$ cat config.mk
export PLATFORM = sky130hd
export DESIGN_NAME = lc3_control_fsm
export DESIGN_NICKNAME = d
export VERILOG_FILES = /design/src/rtl/lc3_control_fsm.sv
export SDC_FILE = /design/constraint.sdc
export NUM_CORES = 1
export LEC_CHECK = 0
export BUFFER_PORTS_ARGS = -buffer_cell sky130_fd_sc_hd__buf_4
export CAP_MARGIN = 20
export CELL_PAD_IN_SITES_DETAIL_PLACEMENT = 0
export CELL_PAD_IN_SITES_GLOBAL_PLACEMENT = 1
export CORE_MARGIN = 1
export CORE_UTILIZATION = 32
export CTS_BUF_LIST = sky130_fd_sc_hd__clkbuf_4 sky130_fd_sc_hd__clkbuf_8
export CTS_CLUSTER_SIZE = 12
export DETAILED_ROUTE_END_ITERATION = 6
export PLACE_DENSITY_LB_ADDON = 0.15
export SYNTH_ARGS = -nofsm -noshare
export SYNTH_HDL_FRONTEND = slang
export SYNTH_SLANG_ARGS = --single-unit
$ cat constraint.sdc
create_clock -name Clk -period 2.1 [get_ports Clk]
set_clock_uncertainty 0.2 [all_clocks]
set_input_delay 0.21 -clock Clk [delete_from_list [all_inputs] [get_ports Clk]]
set_output_delay 0.21 -clock Clk [all_outputs]
set_load 0.01 [all_outputs]
$ cat src/rtl/lc3_control_fsm.sv
// LC-3 instruction sequencer: Moore FSM stepping fetch/decode/execute and
// driving datapath load enables, bus gates, mux selects and SRAM enables.
module lc3_control_fsm #(
    parameter int MEM_WAIT = 2
) (
    input  logic       Clk,
    input  logic       Reset_n,
    input  logic       Run,
    input  logic       Continue,
    input  logic [3:0] Opcode,
    input  logic       IR_5,
    input  logic       BEN,
    output logic       LD_MAR,
    output logic       LD_MDR,
    output logic       LD_IR,
    output logic       LD_BEN,
    output logic       LD_CC,
    output logic       LD_REG,
    output logic       LD_PC,
    output logic       LD_LED,
    output logic       GatePC,
    output logic       GateMDR,
    output logic       GateALU,
    output logic       GateMARMUX,
    output logic [1:0] PCMUX,
    output logic [1:0] ADDR2MUX,
    output logic [1:0] ALUK,
    output logic       DRMUX,
    output logic       SR1MUX,
    output logic       SR2MUX,
    output logic       ADDR1MUX,
    output logic       MIO_EN,
    output logic       Mem_OE_n,
    output logic       Mem_WE_n
);

    localparam int CW = $clog2(MEM_WAIT + 1);
    localparam logic [CW-1:0] WAIT_LAST = CW'(MEM_WAIT - 1);
    localparam logic [CW-1:0] LED_ARM   = CW'(1);

    typedef enum logic [4:0] {
        S_HALTED, S_FETCH, S_RD_IF, S_LOAD_IR, S_DECODE, S_EX_ALU,
        S_BR, S_BR_TAKE, S_JMP, S_JSR_LINK, S_JSR_JUMP,
        S_LDR_ADDR, S_RD_LDR, S_LDR_WB, S_STR_ADDR, S_STR_DATA, S_WR,
        S_PAUSE_1, S_PAUSE_2
    } state_t;

    state_t        state;
    logic [CW-1:0] cnt;

    // cnt is a down-counter for memory waits; in PAUSE_1 it flags the entry cycle.
    always_ff @(posedge Clk or negedge Reset_n) begin
        if (!Reset_n) begin
            state <= S_HALTED;
            cnt   <= '0;
        end else begin
            case (state)
                S_HALTED:   if (Run) state <= S_FETCH;
                S_FETCH: begin
                    state <= S_RD_IF;
                    cnt   <= WAIT_LAST;
                end
                S_RD_IF: begin
                    if (cnt == '0) state <= S_LOAD_IR;
                    else           cnt   <= cnt - 1'b1;
                end
                S_LOAD_IR:  state <= S_DECODE;
                S_DECODE: begin
                    case (Opcode)
                        4'b0001, 4'b0101, 4'b1001: state <= S_EX_ALU;
                        4'b0000: state <= S_BR;
                        4'b1100: state <= S_JMP;
                        4'b0100: state <= S_JSR_LINK;
                        4'b0110: state <= S_LDR_ADDR;
                        4'b0111: state <= S_STR_ADDR;
                        4'b1101: begin
                            state <= S_PAUSE_1;
                            cnt   <= LED_ARM;
                        end
                        default: state <= S_FETCH;
                    endcase
                end
                S_EX_ALU:   state <= S_FETCH;
                S_BR:       state <= BEN ? S_BR_TAKE : S_FETCH;
                S_BR_TAKE:  state <= S_FETCH;
                S_JMP:      state <= S_FETCH;
                S_JSR_LINK: state <= S_JSR_JUMP;
                S_JSR_JUMP: state <= S_FETCH;
                S_LDR_ADDR: begin
                    state <= S_RD_LDR;
                    cnt   <= WAIT_LAST;
                end
                S_RD_LDR: begin
                    if (cnt == '0) state <= S_LDR_WB;
                    else           cnt   <= cnt - 1'b1;
                end
                S_LDR_WB:   state <= S_FETCH;
                S_STR_ADDR: state <= S_STR_DATA;
                S_STR_DATA: begin
                    state <= S_WR;
                    cnt   <= WAIT_LAST;
                end
                S_WR: begin
                    if (cnt == '0) state <= S_FETCH;
                    else           cnt   <= cnt - 1'b1;
                end
                S_PAUSE_1: begin
                    cnt <= '0;
                    if (Continue) state <= S_PAUSE_2;
                end
                S_PAUSE_2:  if (!Continue) state <= S_FETCH;
                default:    state <= S_HALTED;
            endcase
        end
    end

    always_comb begin
        LD_MAR = 1'b0;  LD_MDR = 1'b0;  LD_IR = 1'b0;   LD_BEN = 1'b0;
        LD_CC = 1'b0;   LD_REG = 1'b0;  LD_PC = 1'b0;   LD_LED = 1'b0;
        GatePC = 1'b0;  GateMDR = 1'b0; GateALU = 1'b0; GateMARMUX = 1'b0;
        PCMUX = 2'b00;  ADDR2MUX = 2'b00; ALUK = 2'b00;
        DRMUX = 1'b0;   SR1MUX = 1'b0;  SR2MUX = 1'b0;  ADDR1MUX = 1'b0;
        MIO_EN = 1'b0;  Mem_OE_n = 1'b1; Mem_WE_n = 1'b1;
        case (state)
            S_FETCH: begin
                GatePC = 1'b1;
                LD_MAR = 1'b1;
                LD_PC  = 1'b1;
            end
            S_RD_IF, S_RD_LDR: begin
                Mem_OE_n = 1'b0;
                MIO_EN   = 1'b1;
                LD_MDR   = (cnt == '0);
            end
            S_LOAD_IR: begin
                GateMDR = 1'b1;
                LD_IR   = 1'b1;
            end
            S_DECODE:   LD_BEN = 1'b1;
            S_EX_ALU: begin
                SR2MUX  = IR_5;
                GateALU = 1'b1;
                LD_REG  = 1'b1;
                LD_CC   = 1'b1;
                case (Opcode)
                    4'b0101: ALUK = 2'b01;
                    4'b1001: ALUK = 2'b10;
                    default: ALUK = 2'b00;
                endcase
            end
            S_BR_TAKE: begin
                ADDR1MUX = 1'b1;
                ADDR2MUX = 2'b10;
                PCMUX    = 2'b01;
                LD_PC    = 1'b1;
            end
            S_JMP: begin
                PCMUX = 2'b01;
                LD_PC = 1'b1;
            end
            S_JSR_LINK: begin
                GatePC = 1'b1;
                DRMUX  = 1'b1;
                LD_REG = 1'b1;
            end
            S_JSR_JUMP: begin
                ADDR1MUX = 1'b1;
                ADDR2MUX = 2'b11;
                PCMUX    = 2'b01;
                LD_PC    = 1'b1;
            end
            S_LDR_ADDR, S_STR_ADDR: begin
                ADDR2MUX   = 2'b01;
                GateMARMUX = 1'b1;
                LD_MAR     = 1'b1;
            end
            S_LDR_WB: begin
                GateMDR = 1'b1;
                LD_REG  = 1'b1;
                LD_CC   = 1'b1;
            end
            S_STR_DATA: begin
                SR1MUX  = 1'b1;
                ALUK    = 2'b11;
                GateALU = 1'b1;
                LD_MDR  = 1'b1;
            end
            S_WR:       Mem_WE_n = 1'b0;
            S_PAUSE_1:  LD_LED = (cnt == LED_ARM);
            default: ;
        endcase
    end

endmodule

==> impl_metrics.ini <==
[placement]
port_buffers = 33
gp_congestion = 0.865
dp_hpwl_um = 2310

[yosys]
yosysWarningCount = 0
synth.distinct_cells = 49
synth_flop_cell = dfrtp_1
synth-async-reset-ratio_pct = 100
synth_fp_nets = 150
synth_area_per_cell_um2 = 7.06
synth_edf_count = 0
ys_ff_latch = 7
syn_inst = 138
netlist_area_um2 = 975
ys_seq_area_share_pct = 18.0

[route]
dr_total_vias = 1190
routedWlPerCell_um = 14.3
first_pass_iters = 6
viasPerCell = 5.53
drt-total-wl_um = 3080
drc = 6
antenna_left = 0
drtIter0Drc = 33

[floorplanning]
rows = 19
ios = 35
dieArea_mm2 = 0.00327
core_mm2 = 0.00283
die_x_um = 57.2
die_y_um = 57.2
start_util_pct = 34.5

[cts]
cts_inserted_buffers = 3
cts_num_sinks = 7
clockRootBuffer = clkbuf_4
clk_latency_ps = 250
htreeDepth = 1
clockBufferDepth = 2
cts_tree = done
path_clk_slew_ps = 50

[critical_path]
crit_chain = buf_6, or4b_4, a311o_1, nand3_2, mux2_4
crit-reg2reg-launch = state[2]$_DFFE_PN0P_
max_stage_delay_ps = 520
path_buf_inv = 1
arrival_ps = 2120
crit_fanout = 4
r2r_setup_slack_ps = -90
start_kind = register
critical_path_class = register to register
crit_path_end_kind = register
cp_slowest_cell = or4b_4
critPathTopFamily = simple AND/OR/NAND/NOR gates
worst-endpoint-required_ps = 2030
crit_start = state[2]$_DFFE_PN0P_

[finish]
num_antenna_cells = 0
drive_above_1_share_pct = 45.7
multi_input_area_um2 = 798
finalNetCount = 197
syn_to_final_growth_pct = 57.0
fillers = 259
regArea_um2 = 176

[worst_hold_path]
hp-class = primary input to async pin

[flow_run]
maxCapViolations = 0

[global_routing]
grt_pass1_vias = 1080
grt_pass1_wl_um = 4990
antenna_found_initial = 0
grt.overflow.total = 0
grt_max_degree = 19
globalRouteTotalUtil_pct = 19.3

[sta]
report.final.slew_viol_count = 0
final-hold-violation-count = 0
layout_setup_ws_ps = -93.6
period_minus_slack_ps = 2190
maxClockFrequency_mhz = 456
hold_slack_ps = 116
fin_crit_sh_pct = 104
rsz0062_at_grt = true
worstMarginPinSlew_ps = 548
finalSetupViolCount = 4
relSlewSlack_pct = 62.9

[outcome]
status = finished with violations
violations = DRC, setup timing

[pwr]
totalPowerFinal_uw = 1810
power_density_mw_per_mm2 = 1180
ir_worst_vdd_mv = 0.388
power_leakage_uw = 0.000716
-- cells in the mapped netlist (all sizes together), types with 2 or more instances --
cell     n  area (um^2)
a21oi   13         65.1
a31oi    2         12.5
and2     3         18.8
and3     4         25.0
and3b    3         26.3
buf      4         21.3
clkbuf  10         37.5
dfrtp    7          175
ha       2         25.0
inv      9         33.8
mux2i    2         20.0
nand2   10         37.5
nand3    5         30.0
nand4b   2         17.5
nor2     6         22.5
nor2b    3         18.8
nor3     5         25.0
nor4b    4         35.0
o21ai   12         60.1
or3      3         18.8
or3b     3         26.3
or4b     3         33.8
xor2     3         26.3
-- final cells by class --
| type | instances | share of cell area, % |
|---|---|---|
| well taps | 31 | 2.53 |
| inverters | 9 | 2.21 |
| flip-flops and latches | 7 | 11.5 |
| multi-input cells | 108 | 52.2 |
| repair buffers | 56 | 29.6 |
| clock buffers | 4 | 1.96 |
-- layer usage --
metal  track usage [%]  part of all wire (%)  wire length (um)  vias up
met1              25.4                    47              1440      578
met3              1.36                   2.3                70        0
met5                 0                     0                 0        -
li1                  -                     -                 -      591
met2              34.6                    51              1560       21
met4              4.18                     0                 0        0
-- worst reg2reg max path: stages, from the launching register on --
cell     delay (ps)
dfrtp_1         410
buf_6           140
or4b_4          520
a311o_1         410
nand3_2         100
mux2_4          300
-- report_power, final --
part / switching, uW / internal, uW / leakage (uW)
Clock: 45.3 / 85.1 / 0.0000184
Combinational: 689 / 726 / 0.000610
Sequential: 77.2 / 186 / 0.0000870
-- per-stage QoR --
step,TNS [ps],util (%),cells,instance area [um^2],setup WS (ps)
after floorplan,0,-,138,975,49.7
after global placement,0,46.5,203,1320,50.5
after detailed placement,-2.23,46.5,203,1320,-2.23
after CTS,-192,51.0,212,1440,-53.8
after global routing,-834,54.1,215,1530,-155
final,-249,54.1,215,1530,-93.6
-- logic make-up after synthesis --
logic type                 count (synthesis)  synth area share (%)
xor gates and xnor gates                   4                  3.60
muxes                                      3                  3.21
AOI/OAI and AO/OA                         37                  23.1
other                                      1                 0.385
adders and majority gates                  2                  2.57
buffers and inverters                     23                  9.50
and+or+nand+nor                           61                  39.7
DFF                                        7                  18.0
-- worst paths after layout --
kind,to,depth (start not counted)
setup / recovery,state[4]$_DFFE_PN0P_,5
hold / removal,state[4]$_DFFE_PN0P_,2
setup reg to reg,state[4]$_DFFE_PN0P_,5
hold reg to reg,cnt[1]$_DFFE_PN0P_,2
max in group asynchronous,state[0]$_DFFE_PN0P_,2
min in group Clk,state[3]$_DFFE_PN0P_,3
-- flip-flops by register name (all words and copies together), names as in the netlist --
name,count
state,5
cnt,2
-- cell usage in the layout (no fill, tap or decap), drive strengths merged, types with 4 or more instances in the layout --
cell type and count:
a21oi 13, and3 4, buf 55, clkbuf 4
dfrtp 7, inv 9, nand2 10, nand3 5
nor2 6, nor3 5, nor4b 4, o21ai 12
-- what timing repair did --
item | 4_1_cts | 5_1_grt
buffers inserted | 4 | 3
hold buffers | 1 | 0
hold endpoints to repair | 7 | 0
pin swaps | 5 | 3
gates resized for setup | 14 | 17
endpoints found under the setup margin | 10 | 15
No activity file was read; power rests on OpenSTA's default activity.
